### src/rtl/discus_loader_if.sv
// Byte-stream channel between the UART front end and the discus loader.
// The host side uses the master modport and the loader uses the slave modport.
interface discus_loader_if;
  logic [7:0] rx_data;
  logic       rx_valid;
  logic       rx_ready;
  logic [7:0] tx_data;
  logic       tx_valid;
  logic       tx_ready;

  modport master (
    output rx_data, rx_valid, tx_ready,
    input  rx_ready, tx_data, tx_valid
  );

  modport slave (
    input  rx_data, rx_valid, tx_ready,
    output rx_ready, tx_data, tx_valid
  );
endinterface

### src/rtl/discus_loader.sv
// Load/debug controller for the discus CPU. It decodes one byte command at a
// time and drives the program/data RAM ports and the CPU reset line.
module discus_loader #(
  parameter int         AW       = 8,
  parameter logic [7:0] RSP_BAD  = 8'hFF,
  parameter logic [7:0] RSP_BUSY = 8'hFE
) (
  input  logic          clk,
  input  logic          reset_n,
  discus_loader_if.slave bus,
  output logic [AW-1:0] prog_addr,
  output logic [7:0]    prog_wdata,
  output logic          prog_we,
  input  logic [7:0]    prog_rdata,
  output logic [AW-1:0] mem_addr,
  output logic [7:0]    mem_wdata,
  output logic          mem_we,
  input  logic [7:0]    mem_rdata,
  output logic          cpu_reset,
  output logic          busy
);

  localparam logic [7:0] OP_SET_PADDR = 8'h01;
  localparam logic [7:0] OP_PROG_WR   = 8'h02;
  localparam logic [7:0] OP_PROG_RD   = 8'h03;
  localparam logic [7:0] OP_SET_DADDR = 8'h04;
  localparam logic [7:0] OP_MEM_WR    = 8'h05;
  localparam logic [7:0] OP_MEM_RD    = 8'h06;
  localparam logic [7:0] OP_SET_RST   = 8'h07;
  localparam logic [7:0] OP_GET_RST   = 8'h08;

  typedef enum logic [2:0] {
    IDLE,
    ARG,
    EXEC,
    RDWAIT,
    RESP
  } state_t;

  state_t        state;
  state_t        state_nxt;
  logic [7:0]    opcode;
  logic [7:0]    arg;
  logic [7:0]    tx_data_q;
  logic [AW-1:0] paddr;
  logic [AW-1:0] daddr;
  logic          rx_ready;
  logic          tx_valid;
  logic          rx_fire;
  logic          tx_fire;

  function automatic logic needs_arg(input logic [7:0] op);
    return op inside {OP_SET_PADDR, OP_PROG_WR, OP_SET_DADDR, OP_MEM_WR, OP_SET_RST};
  endfunction

  function automatic logic is_read(input logic [7:0] op);
    return op inside {OP_PROG_RD, OP_MEM_RD};
  endfunction

  assign rx_fire = bus.rx_valid & rx_ready;
  assign tx_fire = tx_valid & bus.tx_ready;

  // State register.
  // NOTE: clocked state uses non-blocking assignments so every flop samples
  // pre-edge values; blocking here would create order-dependent simulation.
  always_ff @(posedge clk or negedge reset_n) begin
    if (!reset_n) begin
      state <= IDLE;
    end else begin
      state <= state_nxt;
    end
  end

  // Next-state logic.
  // NOTE: the default assignment first keeps this block free of inferred
  // latches on paths the case statement does not mention.
  always_comb begin
    state_nxt = state;
    unique case (state)
      IDLE: begin
        if (rx_fire) begin
          if (needs_arg(bus.rx_data)) begin
            state_nxt = ARG;
          end else if (is_read(bus.rx_data)) begin
            state_nxt = RDWAIT;
          end else begin
            state_nxt = RESP;
          end
        end
      end
      ARG: begin
        if (rx_fire) begin
          state_nxt = EXEC;
        end
      end
      EXEC:   state_nxt = RESP;
      RDWAIT: state_nxt = RESP;
      RESP: begin
        if (tx_fire) begin
          state_nxt = IDLE;
        end
      end
      default: state_nxt = IDLE;
    endcase
  end

  // Output decode. rx_ready is also gated by reset_n so it drops the moment
  // reset is applied rather than waiting for the state register.
  always_comb begin
    rx_ready = 1'b0;
    tx_valid = 1'b0;
    prog_we  = 1'b0;
    mem_we   = 1'b0;
    busy     = 1'b1;
    unique case (state)
      IDLE: begin
        rx_ready = reset_n;
        busy     = 1'b0;
      end
      ARG:    rx_ready = reset_n;
      EXEC: begin
        prog_we = (opcode == OP_PROG_WR) && cpu_reset;
        mem_we  = (opcode == OP_MEM_WR);
      end
      RDWAIT: ;
      RESP:   tx_valid = 1'b1;
      default: ;
    endcase
  end

  // Command datapath: opcode/argument capture, address registers, CPU reset
  // and the response byte, which only changes outside RESP so it stays stable
  // while the sink stalls.
  always_ff @(posedge clk or negedge reset_n) begin
    if (!reset_n) begin
      opcode    <= '0;
      arg       <= '0;
      paddr     <= '0;
      daddr     <= '0;
      cpu_reset <= 1'b1;
      tx_data_q <= '0;
    end else begin
      unique case (state)
        IDLE: begin
          if (rx_fire) begin
            opcode <= bus.rx_data;
            if (bus.rx_data == OP_GET_RST) begin
              tx_data_q <= {7'b0, cpu_reset};
            end else if (!needs_arg(bus.rx_data) && !is_read(bus.rx_data)) begin
              tx_data_q <= RSP_BAD;
            end
          end
        end
        ARG: begin
          if (rx_fire) begin
            arg <= bus.rx_data;
          end
        end
        EXEC: begin
          unique case (opcode)
            OP_SET_PADDR: begin
              paddr     <= AW'(arg);
              tx_data_q <= OP_SET_PADDR;
            end
            OP_PROG_WR: begin
              // A running CPU owns program RAM; refuse without touching paddr.
              if (cpu_reset) begin
                paddr     <= paddr + AW'(1);
                tx_data_q <= OP_PROG_WR;
              end else begin
                tx_data_q <= RSP_BUSY;
              end
            end
            OP_SET_DADDR: begin
              daddr     <= AW'(arg);
              tx_data_q <= OP_SET_DADDR;
            end
            OP_MEM_WR: begin
              daddr     <= daddr + AW'(1);
              tx_data_q <= OP_MEM_WR;
            end
            OP_SET_RST: begin
              cpu_reset <= arg[0];
              tx_data_q <= OP_SET_RST;
            end
            default: tx_data_q <= RSP_BAD;
          endcase
        end
        RDWAIT: begin
          // The RAM sampled the address during the opcode cycle, so rdata is
          // valid now and the address may advance on this edge.
          if (opcode == OP_PROG_RD) begin
            tx_data_q <= prog_rdata;
            paddr     <= paddr + AW'(1);
          end else begin
            tx_data_q <= mem_rdata;
            daddr     <= daddr + AW'(1);
          end
        end
        RESP: ;
        default: ;
      endcase
    end
  end

  assign bus.rx_ready = rx_ready;
  assign bus.tx_valid = tx_valid;
  assign bus.tx_data  = tx_data_q;
  assign prog_addr    = paddr;
  assign prog_wdata   = arg;
  assign mem_addr     = daddr;
  assign mem_wdata    = arg;

endmodule

### src/flat_wrapper.sv
// flat-port wrapper written by rule: the top's interface ports become plain ports
module discus_loader_flat 
#(
  parameter int         AW       = 8,
  parameter logic [7:0] RSP_BAD  = 8'hFF,
  parameter logic [7:0] RSP_BUSY = 8'hFE
)
  (clk, reset_n, prog_addr, prog_wdata, prog_we, prog_rdata, mem_addr, mem_wdata, mem_we, mem_rdata, cpu_reset, busy, bus_rx_data, bus_rx_valid, bus_tx_ready, bus_rx_ready, bus_tx_data, bus_tx_valid);
  discus_loader_if bus_i ();
  input  logic clk;
  input  logic reset_n;
  output logic [AW-1:0] prog_addr;
  output logic [7:0] prog_wdata;
  output logic prog_we;
  input  logic [7:0] prog_rdata;
  output logic [AW-1:0] mem_addr;
  output logic [7:0] mem_wdata;
  output logic mem_we;
  input  logic [7:0] mem_rdata;
  output logic cpu_reset;
  output logic busy;
  input wire logic [$bits(bus_i.rx_data)-1:0] bus_rx_data;
  input wire logic [$bits(bus_i.rx_valid)-1:0] bus_rx_valid;
  input wire logic [$bits(bus_i.tx_ready)-1:0] bus_tx_ready;
  output wire logic [$bits(bus_i.rx_ready)-1:0] bus_rx_ready;
  output wire logic [$bits(bus_i.tx_data)-1:0] bus_tx_data;
  output wire logic [$bits(bus_i.tx_valid)-1:0] bus_tx_valid;
  assign bus_i.rx_data = bus_rx_data;
  assign bus_i.rx_valid = bus_rx_valid;
  assign bus_i.tx_ready = bus_tx_ready;
  assign bus_rx_ready = bus_i.rx_ready;
  assign bus_tx_data = bus_i.tx_data;
  assign bus_tx_valid = bus_i.tx_valid;
  discus_loader #(.AW(AW), .RSP_BAD(RSP_BAD), .RSP_BUSY(RSP_BUSY)) u_core (.clk(clk), .reset_n(reset_n), .bus(bus_i), .prog_addr(prog_addr), .prog_wdata(prog_wdata), .prog_we(prog_we), .prog_rdata(prog_rdata), .mem_addr(mem_addr), .mem_wdata(mem_wdata), .mem_we(mem_we), .mem_rdata(mem_rdata), .cpu_reset(cpu_reset), .busy(busy));
endmodule
### config.mk
export PLATFORM = sky130hd
export DESIGN_NAME = discus_loader_flat
export DESIGN_NICKNAME = d
export VERILOG_FILES = /design/src/rtl/discus_loader_if.sv /design/src/rtl/discus_loader.sv /design/src/flat_wrapper.sv
export SDC_FILE = /design/constraint.sdc
export NUM_CORES = 1
export LEC_CHECK = 0
export CELL_PAD_IN_SITES_DETAIL_PLACEMENT = 1
export CELL_PAD_IN_SITES_GLOBAL_PLACEMENT = 1
export CORE_ASPECT_RATIO = 1.4
export CORE_UTILIZATION = 33
export DETAILED_ROUTE_END_ITERATION = 8
export PLACE_DENSITY_LB_ADDON = 0.1
export SYNTH_ARGS = -nofsm -noshare
export SYNTH_HDL_FRONTEND = slang
export SYNTH_SLANG_ARGS = --single-unit
### constraint.sdc
create_clock -name clk -period 1.88 [get_ports clk]
set_input_delay 0.376 -clock clk [delete_from_list [all_inputs] [get_ports clk]]
set_output_delay 0.376 -clock clk [all_outputs]
set_load 0.01 [all_outputs]
==> flow_summary_export.csv <==
group,metric,value,unit
detailed_routing,viasPerCell,5.51,
worst_setup_path,critPathMaxStageDelay,0.55,ns
yosys,synth-seq-cells,44,
timing,min_period,2.27,ns
final_layout,nets,428,
detailed_routing,detail_route.drc_violations,0,
die,io_pins,74,
yosys,synth-compound-area-share,18.5,%
yosys,yosys-top-cells-area,"dfrtp_1 40%, mux2_2 7.1%, mux2i_1 5.2%",
timing,fin_worst_skew,0.00273,ns
yosys,seq_area_frac_synth,40.6,%
detailed_routing,final_ant_viol_nets,0,
yosys,yosys.area_share.simple,20.1,%
hold_path,timing.hold.worst.class,"primary input to asynchronous set/reset pin",
final_layout,flow.area_growth_from_synthesis,56.5,%
timing,clock.fmax,440,MHz
die,core,7850,sq um
detailed_routing,postRouteWirelength,9650,um
yosys,synth-edff-count,0,
global_routing,grt_overflow_total,0,
clock_network,clk_latency,0.30,ns
die,start_util,34.6,%
timing,layout_setup_ws,-0.392,ns
worst_setup_path,criticalPathCategory,"register to output port",
global_routing,antenna_found_initial,0,
global_routing,track_usage,23.2,%
yosys,syn_nets,312,
detailed_routing,drt_first_pass_iters,4,
yosys,commonest_register_cell_after_synthesis,"dfrtp_1",
final_layout,fin_util,54.2,%
yosys,yosys.area.top_type_share,39.6,%
final_layout,diodes,0,
global_routing,via_count_of_the_first_global_routing_pass,2953,
die,die-height,109,um
yosys,dominant_combinational_cell_family_by_area_after_synthesis,"simple AND/OR/NAND/NOR gates",
final_layout,share_of_final_layout_standard_cells_stronger_than_drive_strength_1,34.1,%
timing,rsz_0062_raised_after_global_routing,"true",
yosys,yosys_warnings,0,
worst_setup_path,worstSetupEndpointType,"output port",
worst_setup_path,ff2ff_setup_slack,-0.38,ns
clock_network,clkTransAtPathRegs,0.09,ns
timing,finalSetupTns,-3.43,ns
clock_network,tritoncts,"done",
detailed_routing,avgRoutedWirePerCell,19.3,um
job,cap_violations,0,
worst_setup_path,worst_path_cell_trace,"or4_4 > or3_4 > nor4_4 > buf_2",
yosys,post_synthesis_share_of_cell_area_spent_on_xor_and_xnor_gates,0.645,%
die,floorplan.die_area,8600,sq um
placed_design,detailed_place.area,3940,sq um
yosys,ys_async_sr_fraction,100,%
worst_setup_path,start_kind,"register",
yosys,yosys.area_share.adder,0.922,%
worst_setup_path,path_delay_family,"simple AND/OR/NAND/NOR gates",
timing,finalSetupViolations,25,
yosys,post_synth_inst_count,282,
timing,slew_viol_final,0,
placed_design,detailedPlace.worstSlack,-0.638,ns
yosys,yosysUniqueCellTypes,54,
detailed_routing,dr.first_iter.drc_count,99,
timing,tightest_slew,0.565,ns
yosys,yosys-mux-area-fraction,12.2,%
final_layout,layout.cells.most_common_list,"62 x clkdlybuf4s50_1, 51 x buf_4, 43 x dfrtp_1",
status,outcome,"finished, violations left",
placed_design,dp.final_hpwl,7090,um
global_routing,grt_first_pass_wirelength,15200,um
clock_network,h-tree-depth,2,
yosys,yosysTopAreaCell,"dfrtp_1",
power_and_ir_drop,largest_voltage_drop_on_the_vdd_net,0.284,mV
die,fp.dieW,78.7,um
global_routing,grt_max_degree,42,
power_and_ir_drop,powerDensity,591,nW/um^2
timing,timing.final.crit_share,121,%
die,floorplan.rows,38,
worst_setup_path,critPathRequiredTime,1.50,ns
worst_setup_path,crit_buf_inv,1,
clock_network,clock_sinks,44,
status,failing_checks,"negative setup slack",
clock_network,clock_tree.root_cell,"clkbuf_8",
timing,report.final.hold_viol_count,0,
yosys,synth_area_per_cell,9.63,sq um
detailed_routing,num_vias,2748,
placed_design,routabilityCongestion,0.841,
final_layout,fin_area,4250,sq um
worst_setup_path,critical_path.slowest_cell,"or4_4",
clock_network,ctsLongestPathBuffers,2,
placed_design,place.port_buffers,73,
worst_setup_path,crit_path_max_fanout,2,
worst_setup_path,worst_ep_arrival_time,1.90,ns
clock_network,cts-buffers-inserted,5,
yosys,synth_area,2720,sq um
final_layout,layout.cells.most_common,"clkdlybuf4s50_1",
timing,timing.slew.headroom,62.3,%
power_and_ir_drop,cellLeakagePower,1.76,nW
==> routing by layer <==
metal / vias to the layer above / wire [um] / GRT usage (%)
met5: - / 0 / 0
met3: 18 / 346 / 2.66
met1: 1354 / 3660 / 25.1
met2: 87 / 5390 / 44.7
li1: 1289 / - / -
met4: 0 / 257 / 10.1
==> cell type report <==
class | instances | area, sq um
fillers | 889 | 3590
multi-input cells | 202 | 1650
repair buffers | 135 | 1210
flip-flops and latches | 44 | 1100
well taps | 100 | 125
clock buffers | 7 | 96.3
inverters | 10 | 37.5
clock inverters | 1 | 30.0
==> stage by stage <==
step / instances / total power [mW] / hold slack (ns)
floorplan: 282 / 1.35 / 0.0804
global placement: 483 / 1.66 / 0.202
detailed placement: 483 / 1.67 / 0.202
CTS: 500 / 2.54 / 0.240
global route: 499 / 2.62 / 0.268
finish: 499 / 2.51 / 0.210
==> logic make-up after synthesis <==
group / after synthesis
DFF: 44
and+or+nand+nor: 97
AOI/OAI and AO/OA: 68
xor gates and xnor gates: 2
muxes: 31
buffers and inverters: 38
adders and majority gates: 2
==> worst paths after layout <==
check / startpoint / to / cells after the start
max: u_core.opcode[6] / mem_we / 4
min: reset_n / u_core.bus.tx_data[6] / 2
max reg2reg: u_core.opcode[6] / u_core.prog_addr[0] / 5
min reg2reg: u_core.mem_addr[7] / u_core.mem_addr[7] / 1
max in group asynchronous: reset_n / u_core.state[2] / 2
min in group clk: bus_rx_data[7] / u_core.opcode[7] / 2
==> cells in the mapped netlist, drive strengths merged, types with 2 or more instances <==
| library cell | count |
|---|---|
| dfrtp | 43 |
| buf | 18 |
| nand3 | 18 |
| mux2 | 17 |
| nand2 | 17 |
| mux2i | 14 |
| a21oi | 12 |
| nor2 | 12 |
| nor3 | 12 |
| o211ai | 11 |
| clkbuf | 10 |
| inv | 10 |
| a31oi | 8 |
| o2bb2ai | 7 |
| or4 | 7 |
| a41oi | 6 |
| o21ai | 6 |
| a22oi | 5 |
| nor2b | 5 |
| nor4 | 5 |
| or3 | 4 |
| nand4 | 3 |
| nor3b | 3 |
| a311o | 2 |
| and2 | 2 |
| and3 | 2 |
| and3b | 2 |
| ha | 2 |
| o31a | 2 |
| or2 | 2 |
==> flip-flops by register name (all words and copies together), names as in the netlist <==
name / count
u_core.mem_wdata: 8
u_core.opcode: 8
u_core.state: 3
u_core.mem_addr: 8
u_core.cpu_reset: 1
u_core.bus.tx_data: 8
u_core.prog_addr: 8
==> repair_timing <==
item,in CTS,in global routing
pin swaps,4,5
hold endpoints to repair,3,0
setup endpoints to repair,32,43
cloned,2,0
setup buffers,6,1
hold buffers,1,0
gates resized for setup,47,18
==> where the power goes <==
group	total, mW	switching (mW)	internal [mW]
clock	0.816	0.346	0.470
combinational	0.643	0.323	0.320
sequential	1.05	0.0537	0.999
total	2.51	0.723	1.79
(Power assumes the default switching activity.)
